File: src/rtl/xgmii_probe_rx_if.sv
// xgmii_probe_rx_if
//   64-bit XGMII receive bus, one byte lane per control bit.
//   master : the PHY/PCS side that drives the stream
//   slave  : the probe receiver that parses the stream
//   xgmii_rxd[63:0] : lane 0 = bits[7:0] = first byte on the wire
//   xgmii_rxc[7:0]  : 1 = lane carries a control character
interface xgmii_probe_rx_if;
  logic [63:0] xgmii_rxd;
  logic [7:0]  xgmii_rxc;

  modport master (output xgmii_rxd, output xgmii_rxc);
  modport slave  (input  xgmii_rxd, input  xgmii_rxc);
endinterface

File: src/rtl/xgmii_probe_rx.sv
// xgmii_probe_rx
//   Receives probe frames from an XGMII RX stream. It checks the IPv4/UDP
//   headers and the magic code and measures one-way latency against the
//   shared global_counter. It also counts probe packets and bytes per
//   one-second window.
// Ports
//   sys_clk, sys_rst_n : 156.25 MHz clock, asynchronous active-low reset
//   sec_oneshot        : one-cycle pulse that closes the counting window
//   global_counter     : free-running cycle counter shared with the sender
//   xgmii (slave)      : xgmii_rxd / xgmii_rxc receive bus
//   rx_pps             : probe frames in the last closed window
//   rx_throughput      : probe bytes (DA..FCS) in the last closed window
//   rx_latency         : latency of the latest probe, in sys_clk cycles
//   rx_ipv4_ip         : IPv4 source address of the latest probe
// Build option
//   RX_LATENCY_MAX_EN  : when defined, rx_latency holds the maximum latency
//                        of the last closed window instead.
`ifndef MAGIC_CODE
`define MAGIC_CODE 32'hC0DE_CAFE
`endif

module xgmii_probe_rx #(
  parameter logic [31:0] MAGIC_CODE = `MAGIC_CODE,
  parameter logic [15:0] UDP_PORT   = 16'd9,
  parameter int unsigned LAT_WIDTH  = 24
) (
  input  logic                 sys_clk,
  input  logic                 sys_rst_n,
  input  logic                 sec_oneshot,
  input  logic [31:0]          global_counter,
  xgmii_probe_rx_if.slave      xgmii,
  output logic [31:0]          rx_pps,
  output logic [31:0]          rx_throughput,
  output logic [LAT_WIDTH-1:0] rx_latency,
  output logic [31:0]          rx_ipv4_ip
);
  localparam logic [7:0] XG_START = 8'hFB;
  localparam logic [7:0] XG_TERM  = 8'hFD;

  typedef enum logic [1:0] {IDLE, FRAME, DROP} state_t;

  state_t               state_q, state_d;
  logic [7:0]           beat_q, beat_d;      // index of the beat now on the bus
  logic                 sat_q, sat_d;        // beat counter stuck at 255, so this is beat 256
  logic [15:0]          ts_hi_q, ts_hi_d;
  logic [31:0]          srcip_q, srcip_d;
  logic [LAT_WIDTH-1:0] lat_q, lat_d;
  logic [31:0]          pkt_cnt_q, pkt_cnt_d;
  logic [31:0]          byte_cnt_q, byte_cnt_d;
  logic [31:0]          rx_pps_q, rx_pps_d;
  logic [31:0]          rx_thr_q, rx_thr_d;
  logic [31:0]          rx_ip_q, rx_ip_d;
  logic [LAT_WIDTH-1:0] rx_lat_q, rx_lat_d;
`ifdef RX_LATENCY_MAX_EN
  logic [LAT_WIDTH-1:0] lat_max_q, lat_max_d;
`endif

  logic [7:0]           lane [8];
  logic [2:0]           ctl_k;
  logic                 ctl_any, ctl_fd, fd_any, is_start, field_ok, accept;
  logic [8:0]           eff_beat;
  logic [11:0]          frame_len;
  logic [31:0]          diff;
  logic [LAT_WIDTH-1:0] lat_now;
  logic [32:0]          byte_sum;

  always_comb begin
    for (int unsigned i = 0; i < 8; i++) lane[i] = xgmii.xgmii_rxd[8*i +: 8];
  end

  // ctl_k is the lowest control lane. fd_any is set when any control lane is a terminate.
  always_comb begin
    ctl_k  = '0;
    fd_any = 1'b0;
    for (int unsigned i = 8; i > 0; i--) if (xgmii.xgmii_rxc[i-1]) ctl_k = 3'(i - 1);
    for (int unsigned i = 0; i < 8; i++)
      if (xgmii.xgmii_rxc[i] && lane[i] == XG_TERM) fd_any = 1'b1;
  end

  assign is_start  = (xgmii.xgmii_rxc == 8'h01) && (lane[0] == XG_START);
  assign ctl_any   = |xgmii.xgmii_rxc;
  assign ctl_fd    = (lane[ctl_k] == XG_TERM);
  assign eff_beat  = sat_q ? 9'd256 : {1'b0, beat_q};
  assign frame_len = {eff_beat - 9'd1, 3'b000} + {9'd0, ctl_k};
  assign diff      = global_counter - {ts_hi_q, lane[0], lane[1]};
  assign lat_now   = (|diff[31:LAT_WIDTH]) ? '1 : diff[LAT_WIDTH-1:0];

  always_comb begin
    field_ok = 1'b1;
    if (!sat_q) begin
      case (beat_q)
        8'd2: field_ok = ({lane[4], lane[5]} == 16'h0800) && (lane[6] == 8'h45);
        8'd3: field_ok = (lane[7] == 8'h11);
        8'd5: field_ok = ({lane[4], lane[5]} == UDP_PORT);
        8'd6: field_ok = ({lane[2], lane[3], lane[4], lane[5]} == MAGIC_CODE);
        default: field_ok = 1'b1;
      endcase
    end
  end

  always_comb begin
    state_d    = state_q;
    beat_d     = beat_q;
    sat_d      = sat_q;
    ts_hi_d    = ts_hi_q;
    srcip_d    = srcip_q;
    lat_d      = lat_q;
    pkt_cnt_d  = pkt_cnt_q;
    byte_cnt_d = byte_cnt_q;
    rx_pps_d   = rx_pps_q;
    rx_thr_d   = rx_thr_q;
    rx_ip_d    = rx_ip_q;
    rx_lat_d   = rx_lat_q;
`ifdef RX_LATENCY_MAX_EN
    lat_max_d  = lat_max_q;
`endif
    accept     = 1'b0;
    byte_sum   = '0;

    if (is_start) begin
      // A start always wins, even mid-frame. Counting resumes at beat 1 on the next cycle.
      state_d = FRAME;
      beat_d  = 8'd1;
      sat_d   = 1'b0;
    end else begin
      case (state_q)
        FRAME: begin
          if (ctl_any) begin
            state_d = ctl_fd ? IDLE : DROP;
            accept  = ctl_fd && (eff_beat >= 9'd9) &&
                      (frame_len >= 12'd64) && (frame_len <= 12'd2040);
          end else if (!field_ok || sat_q) begin
            state_d = DROP;
          end else begin
            if (beat_q == 8'd4) srcip_d = {lane[2], lane[3], lane[4], lane[5]};
            if (beat_q == 8'd6) ts_hi_d = {lane[6], lane[7]};
            if (beat_q == 8'd7) lat_d   = lat_now;
            if (beat_q == 8'hFF) sat_d = 1'b1;
            else                 beat_d = beat_q + 8'd1;
          end
        end
        DROP:    if (fd_any) state_d = IDLE;
        default: state_d = IDLE;
      endcase
    end

    if (accept) begin
      rx_ip_d = srcip_q;
`ifndef RX_LATENCY_MAX_EN
      rx_lat_d = lat_q;
`endif
    end

    // On a window boundary the old counts are published, and a coinciding accept starts the new window.
    if (sec_oneshot) begin
      rx_pps_d   = pkt_cnt_q;
      rx_thr_d   = byte_cnt_q;
      pkt_cnt_d  = accept ? 32'd1 : '0;
      byte_cnt_d = accept ? {20'd0, frame_len} : '0;
`ifdef RX_LATENCY_MAX_EN
      rx_lat_d   = lat_max_q;
      lat_max_d  = accept ? lat_q : '0;
`endif
    end else if (accept) begin
      pkt_cnt_d  = (pkt_cnt_q == '1) ? '1 : pkt_cnt_q + 32'd1;
      byte_sum   = {1'b0, byte_cnt_q} + {21'd0, frame_len};
      byte_cnt_d = byte_sum[32] ? '1 : byte_sum[31:0];
`ifdef RX_LATENCY_MAX_EN
      if (lat_q > lat_max_q) lat_max_d = lat_q;
`endif
    end
  end

  always_ff @(posedge sys_clk or negedge sys_rst_n) begin
    if (!sys_rst_n) begin
      state_q    <= IDLE;
      beat_q     <= '0;
      sat_q      <= 1'b0;
      ts_hi_q    <= '0;
      srcip_q    <= '0;
      lat_q      <= '0;
      pkt_cnt_q  <= '0;
      byte_cnt_q <= '0;
      rx_pps_q   <= '0;
      rx_thr_q   <= '0;
      rx_ip_q    <= '0;
      rx_lat_q   <= '0;
`ifdef RX_LATENCY_MAX_EN
      lat_max_q  <= '0;
`endif
    end else begin
      state_q    <= state_d;
      beat_q     <= beat_d;
      sat_q      <= sat_d;
      ts_hi_q    <= ts_hi_d;
      srcip_q    <= srcip_d;
      lat_q      <= lat_d;
      pkt_cnt_q  <= pkt_cnt_d;
      byte_cnt_q <= byte_cnt_d;
      rx_pps_q   <= rx_pps_d;
      rx_thr_q   <= rx_thr_d;
      rx_ip_q    <= rx_ip_d;
      rx_lat_q   <= rx_lat_d;
`ifdef RX_LATENCY_MAX_EN
      lat_max_q  <= lat_max_d;
`endif
    end
  end

  assign rx_pps        = rx_pps_q;
  assign rx_throughput = rx_thr_q;
  assign rx_latency    = rx_lat_q;
  assign rx_ipv4_ip    = rx_ip_q;
endmodule

File: src/flat_wrapper.sv
// flat-port wrapper written by rule: the top's interface ports become plain ports
module xgmii_probe_rx_flat 
#(
  parameter logic [31:0] MAGIC_CODE = `MAGIC_CODE,
  parameter logic [15:0] UDP_PORT   = 16'd9,
  parameter int unsigned LAT_WIDTH  = 24
)
  (sys_clk, sys_rst_n, sec_oneshot, global_counter, rx_pps, rx_throughput, rx_latency, rx_ipv4_ip, xgmii_xgmii_rxd, xgmii_xgmii_rxc);
  xgmii_probe_rx_if xgmii_i ();
  input  logic sys_clk;
  input  logic sys_rst_n;
  input  logic sec_oneshot;
  input  logic [31:0] global_counter;
  output logic [31:0] rx_pps;
  output logic [31:0] rx_throughput;
  output logic [LAT_WIDTH-1:0] rx_latency;
  output logic [31:0] rx_ipv4_ip;
  input wire logic [$bits(xgmii_i.xgmii_rxd)-1:0] xgmii_xgmii_rxd;
  input wire logic [$bits(xgmii_i.xgmii_rxc)-1:0] xgmii_xgmii_rxc;
  assign xgmii_i.xgmii_rxd = xgmii_xgmii_rxd;
  assign xgmii_i.xgmii_rxc = xgmii_xgmii_rxc;
  xgmii_probe_rx #(.MAGIC_CODE(MAGIC_CODE), .UDP_PORT(UDP_PORT), .LAT_WIDTH(LAT_WIDTH)) u_core (.sys_clk(sys_clk), .sys_rst_n(sys_rst_n), .sec_oneshot(sec_oneshot), .global_counter(global_counter), .xgmii(xgmii_i), .rx_pps(rx_pps), .rx_throughput(rx_throughput), .rx_latency(rx_latency), .rx_ipv4_ip(rx_ipv4_ip));
endmodule
File: config.mk
export PLATFORM = sky130hd
export DESIGN_NAME = xgmii_probe_rx_flat
export DESIGN_NICKNAME = d
export VERILOG_FILES = /design/src/rtl/xgmii_probe_rx_if.sv /design/src/rtl/xgmii_probe_rx.sv /design/src/flat_wrapper.sv
export SDC_FILE = /design/constraint.sdc
export NUM_CORES = 1
export LEC_CHECK = 0
export CORE_AREA = 3 3 187 189
export DETAILED_ROUTE_END_ITERATION = 7
export DIE_AREA = 0 0 190 192
export HOLD_SLACK_MARGIN = 0.08
export PLACE_DENSITY = 0.63
export SYNTH_ARGS = -nofsm -noshare
export SYNTH_HDL_FRONTEND = slang
export SYNTH_SLANG_ARGS = --single-unit
File: constraint.sdc
create_clock -name sys_clk -period 4.6 [get_ports sys_clk]
set_input_delay 1.15 -clock sys_clk [delete_from_list [all_inputs] [get_ports sys_clk]]
set_output_delay 1.15 -clock sys_clk [all_outputs]
set_load 0.05 [all_outputs]
---- After elaboration in Yosys (flattened, before gate mapping) ----
Index checks and enable logic that the tools add are counted.
storage, ports and cells
  bits in registers ....................... 267
  input bits .............................. 107
  output and inout port bits .............. 120
  logic and storage cells ................. 133
operators by class
  $add $sub $neg .......................... 6
  $lt $le $gt $ge ......................... 4
  equal/unequal tests ..................... 31
  muxes and demuxes ....................... 50
  bitwise logic cells ..................... 4
  reduce and logical (&&, ||, !) cells .... 26
operator list
  operator               number
  $mux 32                6
  $eq 8x8->1 const B     11
  $eq 32x32->1 const B   2
  $mux 8                 7
  $add 32x12->33         1
  $add 32x1->32 const B  1
  $eq 8x3->1 const B     4
  $sub 32x32->32         1
  $bmux 8 s3             1
  $mux 24                1
  $mux 3                 8
  $mux 1                 18
  $eq 16x12->1 const B   1
  $eq 16x4->1 const B    1
  $eq 8x2->1 const B     2
  $reduce_or 8->1        2
  $reduce_and 5->1       3
  $logic_and 1x1->1      13
  $add 12x3->12          1
  $ge 12x7->1 const B    1
  $le 12x11->1 const B   1
  $mux 12                1
  $mux 2                 5
  $ge 9x4->1 const B     1
  22 further kinds       28

---- Logic depth before layout (Yosys ltp) ----
  word-level depth ........................ 21
  gate-level depth with buffers ........... 19
  mapped depth without buffers ............ 16

---- Worst setup path before layout ----
No wires, ideal clock.
  kind .................................... register to register
  start ................................... register u_core.sat_q
  end ..................................... register u_core.byte_cnt_q[3]
  arrival ................................. 3.955 ns
  data required time ...................... 4.466 ns
  slack ................................... 0.511 ns
  cell stages (with the launch flop) ...... 20
  path buffers ............................ 3
  clock period less this slack ............ 4.089 ns
  path through ............................ dfrtp_1 clkbuf_1 clkinv_1 nand2_1 ha_1 buf_2 or3b_1 o311ai_0 nand3_1 ha_1 nand2_1 nand2b_1 a21o_1 a211oi_1 a21oi_1 nand2_1 clkbuf_1 nand3_1 o211ai_1 o31ai_1
on the way
  cells in the longest elaborated chain, start to end .. 11
  elaborated cells on any way between the ends .. 18
  classes of those cells .................. add/sub (3); order compare (3); mux (8); reduce/logical (4)
ends and longest elaborated chain
  element                   RTL line               RTL
  start: declaration        xgmii_probe_rx.sv:44   logic sat_q, sat_d;
  start signal: assignment  xgmii_probe_rx.sv:194  sat_q <= sat_d;
  $mux 9 *                  xgmii_probe_rx.sv:83   assign eff_beat = sat_q ? 9'd256 : {1'b0, beat_q};
  $sub 9x1->9               xgmii_probe_rx.sv:84   assign frame_len = {eff_beat - 9'd1, 3'b000} + {9'd0, ctl_k};
  $add 12x3->12             xgmii_probe_rx.sv:84
  $ge 12x7->1               xgmii_probe_rx.sv:131  (frame_len >= 12'd64) && (frame_len <= 12'd2040);
  $logic_and 1x1->1         xgmii_probe_rx.sv:130  accept = ctl_fd && (eff_beat >= 9'd9) &&
  $logic_and 1x1->1         xgmii_probe_rx.sv:131
  $mux 1                    xgmii_probe_rx.sv:128  if (ctl_any) begin
  $mux 1                    xgmii_probe_rx.sv:126  case (state_q)
  $mux 1                    xgmii_probe_rx.sv:120  if (is_start) begin
  $mux 12                   xgmii_probe_rx.sv:159  byte_cnt_d = accept ? {20'd0, frame_len} : '0;
  $mux 32                   xgmii_probe_rx.sv:155  if (sec_oneshot) begin
  end signal: assignment    xgmii_probe_rx.sv:199  byte_cnt_q <= byte_cnt_d;
  end: declaration          xgmii_probe_rx.sv:49   logic [31:0] byte_cnt_q, byte_cnt_d;
Every way passes the cells marked *; elsewhere a longest branch is shown, timed or not. The select of a mux whose other input is x is not followed.
A chain may end at the register's enable or synchronous reset.

---- Worst setup path after layout ----
  start ................................... register u_core.sat_q
  end ..................................... register u_core.byte_cnt_q[18]
on the way
  cells in the longest elaborated chain, start to end .. 10
  elaborated cells on any way between the ends .. 17
  classes of those cells .................. add/sub (3); order compare (3); mux (7); reduce/logical (4)
ends and longest elaborated chain
  element                                                                 RTL line
  $mux 9 *                                                                xgmii_probe_rx.sv:83
  parallel branches: the longest is 9 deep, another holds $add 32x12->33  n/a
Mark *: on every way between the ends. The select of a mux whose other input is x is not followed.

==> results.md <==
- Status: completed
- Die width: ~190 microns
- Minimum clock period: around 4200 ps
- Number of hold buffers added after cts: 0
- Final period util: 92.0%
- PnR worst setup slack: approximately 370 ps
- Vias/cell: between 5 and 6
- Worst-path fanout max: 9
- Post-synth ARST share: 100%
- Clk_lat worst skew: ~550 ps
- Crit end category: register
- Gpl congestion: 0.906
- TritonRoute pass-1 iters: 5
- Place WS: -91.3 ps
- Hold Fails Final Rpt: 0
- Layout Nets: about 1,900
- DRT Wirelength: 38.1 mm
- Initial Util: roughly 43%
- PortBufs: roughly 230
- EDFF count, synth: 0
- Die ar.: between 0.03 and 0.04 sq mm
- Post-synth cell types: 78
- Combinational Power Share: ~8.4%
- Total CTS buffers: 30
- Hold crit path type: reg2reg
- Slew margin rel.: 23.7%
- Pin count of the biggest net entering global routing: 99
- Mapped Cells: approximately 1,500
- Hold WS: roughly 460 ps
- DR iter-0 viols: around 740
- Hpwl dp: between 20 and 30 mm
- Syn_nets: around 1,600
- Met2 wire len: roughly 17 mm
- Synth Warn #: 0
- PwrDens: around 290 mW/mm^2
- Commonest cells post-synth: dfrtp_1, nand2_1, mux2_2
- RSZ-0062 raised after global routing: no
- Layout Skew: between 15 and 20 ps
- CTS tree: done
- Final setup fails: 0
- P&R area growth vs syn: 28.0%
- CTS-repair resized insts: 0
- Worst VDD drop: 0.000246 V
- Yosys top cell by area: dfrtp_1
- Crit path cell chain: clkinv_1, nand2_1, ha_1, or3b_1, o311ai_0, nand3_1, ha_1, nand2_1, nand2b_1, a21o_1, a211oi_1, a21oi_1, and2_1, a31o_2, a211oi_1
- Clk network pwr share: between 40% and 50%
- Finished Core Util: between 50 and 60%
- Total track usage: 20.7%
- Synth Flop Type: dfrtp_1
- Initial antenna violation count: 1
- WL/cell: 17.4 microns
- Sw frac: 22.9%
- I/O pin cnt: between 200 and 250
- Max Cap Viol: 0
- Syn Area/Cell: 9.73 sq um
- Most frequent cell after synthesis: dfrtp_1
- Post-synth top area share: between 40 and 50%
- Vias: 12,000
- Clk sink count: approximately 270
- H-tree depth: 1
- CP arrival: 4680 ps
- Critical Path Start Type: register
- M1 WL: between 15 and 20 mm
- Met3 WL post-DR: between 2 and 2.5 mm
- Switch Pwr: between 1000 and 1500 uW
- Chip height: 192 microns
- Lkg Pwr: about 0.0084 uW
- Core area: around 0.033 sq mm
- Internal power: 4040 uW
- Site Rows: 67
- Flop pwr share: 44.8%
- Max incr delay on CP: between 400 and 500 ps
- Top sig layer: met5
- Top cells by area, synth: dfrtp_1, mux2_2, nand2_1
- Ratio of cells with drive above 1 in the final layout: about 14%
- WP data required: 5050 ps
- Filler cells: 2,972
- Seq/Total Area, Yosys: a little under half
- Clock tree buffer depth: 3
- Ant diodes: 0
- DR DRC count: 0
- Worst-margin pin slew: 1150 ps
- CTS clk-pin slew, worst paths: roughly 60 ps
- GRT overflow: 0
- Post-CTS setup buffer count: 0
- Antenna-violating nets left: 0
- Fmax: between 200 and 250 MHz
- Slew Limit Fails: 0
- Synth Register Bits: about 270
- CTS root buf: clkbuf_16
- Kind of critical path: reg2reg
- CP max-delay cell: ha_1
- Vias in the first global route: 11,900
- First-pass GRT wire length: around 62 mm
- Cell Area, Synth: roughly 0.014 sq mm
## placed cells by master, fill, tap and decap left out, drive strengths merged, types with 30 or more instances in the layout
master and instances:
xnor2 30, dfrtp 267, a21oi 54, a211oi 32, buf 58, nor2 96, ha 50, nor3 31
inv 63, nand3 64, nand2 233, mux2 114, clkdlybuf4s50 224, o21ai 63, clkbuf 44
## flip-flops by register name (all words and copies together) (netlist names)
signal,cells
u_core.beat_q,8
u_core.byte_cnt_q,32
u_core.lat_q,24
u_core.pkt_cnt_q,32
u_core.rx_ipv4_ip,32
u_core.rx_latency,24
u_core.rx_pps,32
u_core.rx_throughput,32
u_core.sat_q,1
u_core.srcip_q,32
u_core.state_q,2
u_core.ts_hi_q,16
## power by group through the flow
stage	logic, uW	registers (uW)	clock network, uW
floorplan	209	2390	0
global placement	438	2390	0
detailed placement	441	2390	0
CTS	443	2350	2510
global route	487	2350	2610
finish	441	2350	2450
## layer usage
layer	vias up	track usage, %
met5	-	0
met4	2	4.18
met3	46	3.43
met2	323	32.8
met1	5827	30.2
li1	5801	-
## metrics by stage
step	total power, uW	cells	TNS (ps)	area [sq um]
detailed placement	2830	2134	-147	17400
global route	5450	2189	0	18400
CTS	5310	2189	0	18400
floorplan	2600	1476	0	14400
finish	5240	2189	0	18400
global placement	2830	2134	0	17400
## cell type report
type	instances	area (sq um)	area share, %
Multi-Input combinational cell	1073	7130	38.8
Tap cell	448	561	3.05
Sequential cell	267	6680	36.3
Clock buffer	44	885	4.81
Clock inverter	11	133	0.722
Inverter	64	240	1.31
Timing Repair Buffer	282	2750	14.9
## critical path: cells and delay by family, from the launching register on
kind / cells / cell delay, ps
AO/OA/AOI/OAI: 6 / 1480
flip-flops: 1 / 340
adder cells (fa/ha/maj): 2 / 760
AND/OR/NAND/NOR: 6 / 1340
buffers and inverters: 1 / 220
## logic make-up (layout without fill, tap and decap cells)
group | Yosys count | count (layout) | synth area share (%)
flip-flops | 267 | 267 | 46.5
multiplexers | 121 | 121 | 9.43
buffers and inverters | 136 | 401 | 3.86
adder cells (fa/ha/maj) | 52 | 52 | 4.63
AO/OA/AOI/OAI | 300 | 300 | 14.5
XOR/XNOR | 42 | 42 | 2.56
AND/OR/NAND/NOR | 558 | 558 | 18.5
## worst paths after layout
kind	start	endpoint	slack, ps	cells past startpoint
setup / recovery	u_core.sat_q$_DFFE_PN0P_	u_core.byte_cnt_q[18]$_DFFE_PN0P_	370	15
hold / removal	u_core.srcip_q[31]$_DFFE_PN0P_	u_core.rx_ipv4_ip[31]$_DFFE_PN0P_	460	2
setup reg to reg	u_core.sat_q$_DFFE_PN0P_	u_core.byte_cnt_q[18]$_DFFE_PN0P_	370	15
hold reg to reg	u_core.srcip_q[31]$_DFFE_PN0P_	u_core.rx_ipv4_ip[31]$_DFFE_PN0P_	460	2
max in group asynchronous	sys_rst_n	u_core.ts_hi_q[4]$_DFFE_PN0P_	2980	2
min in group asynchronous	sys_rst_n	u_core.rx_throughput[23]$_DFFE_PN0P_	630	1
Note: power is estimated with default switching activity, not from simulation.
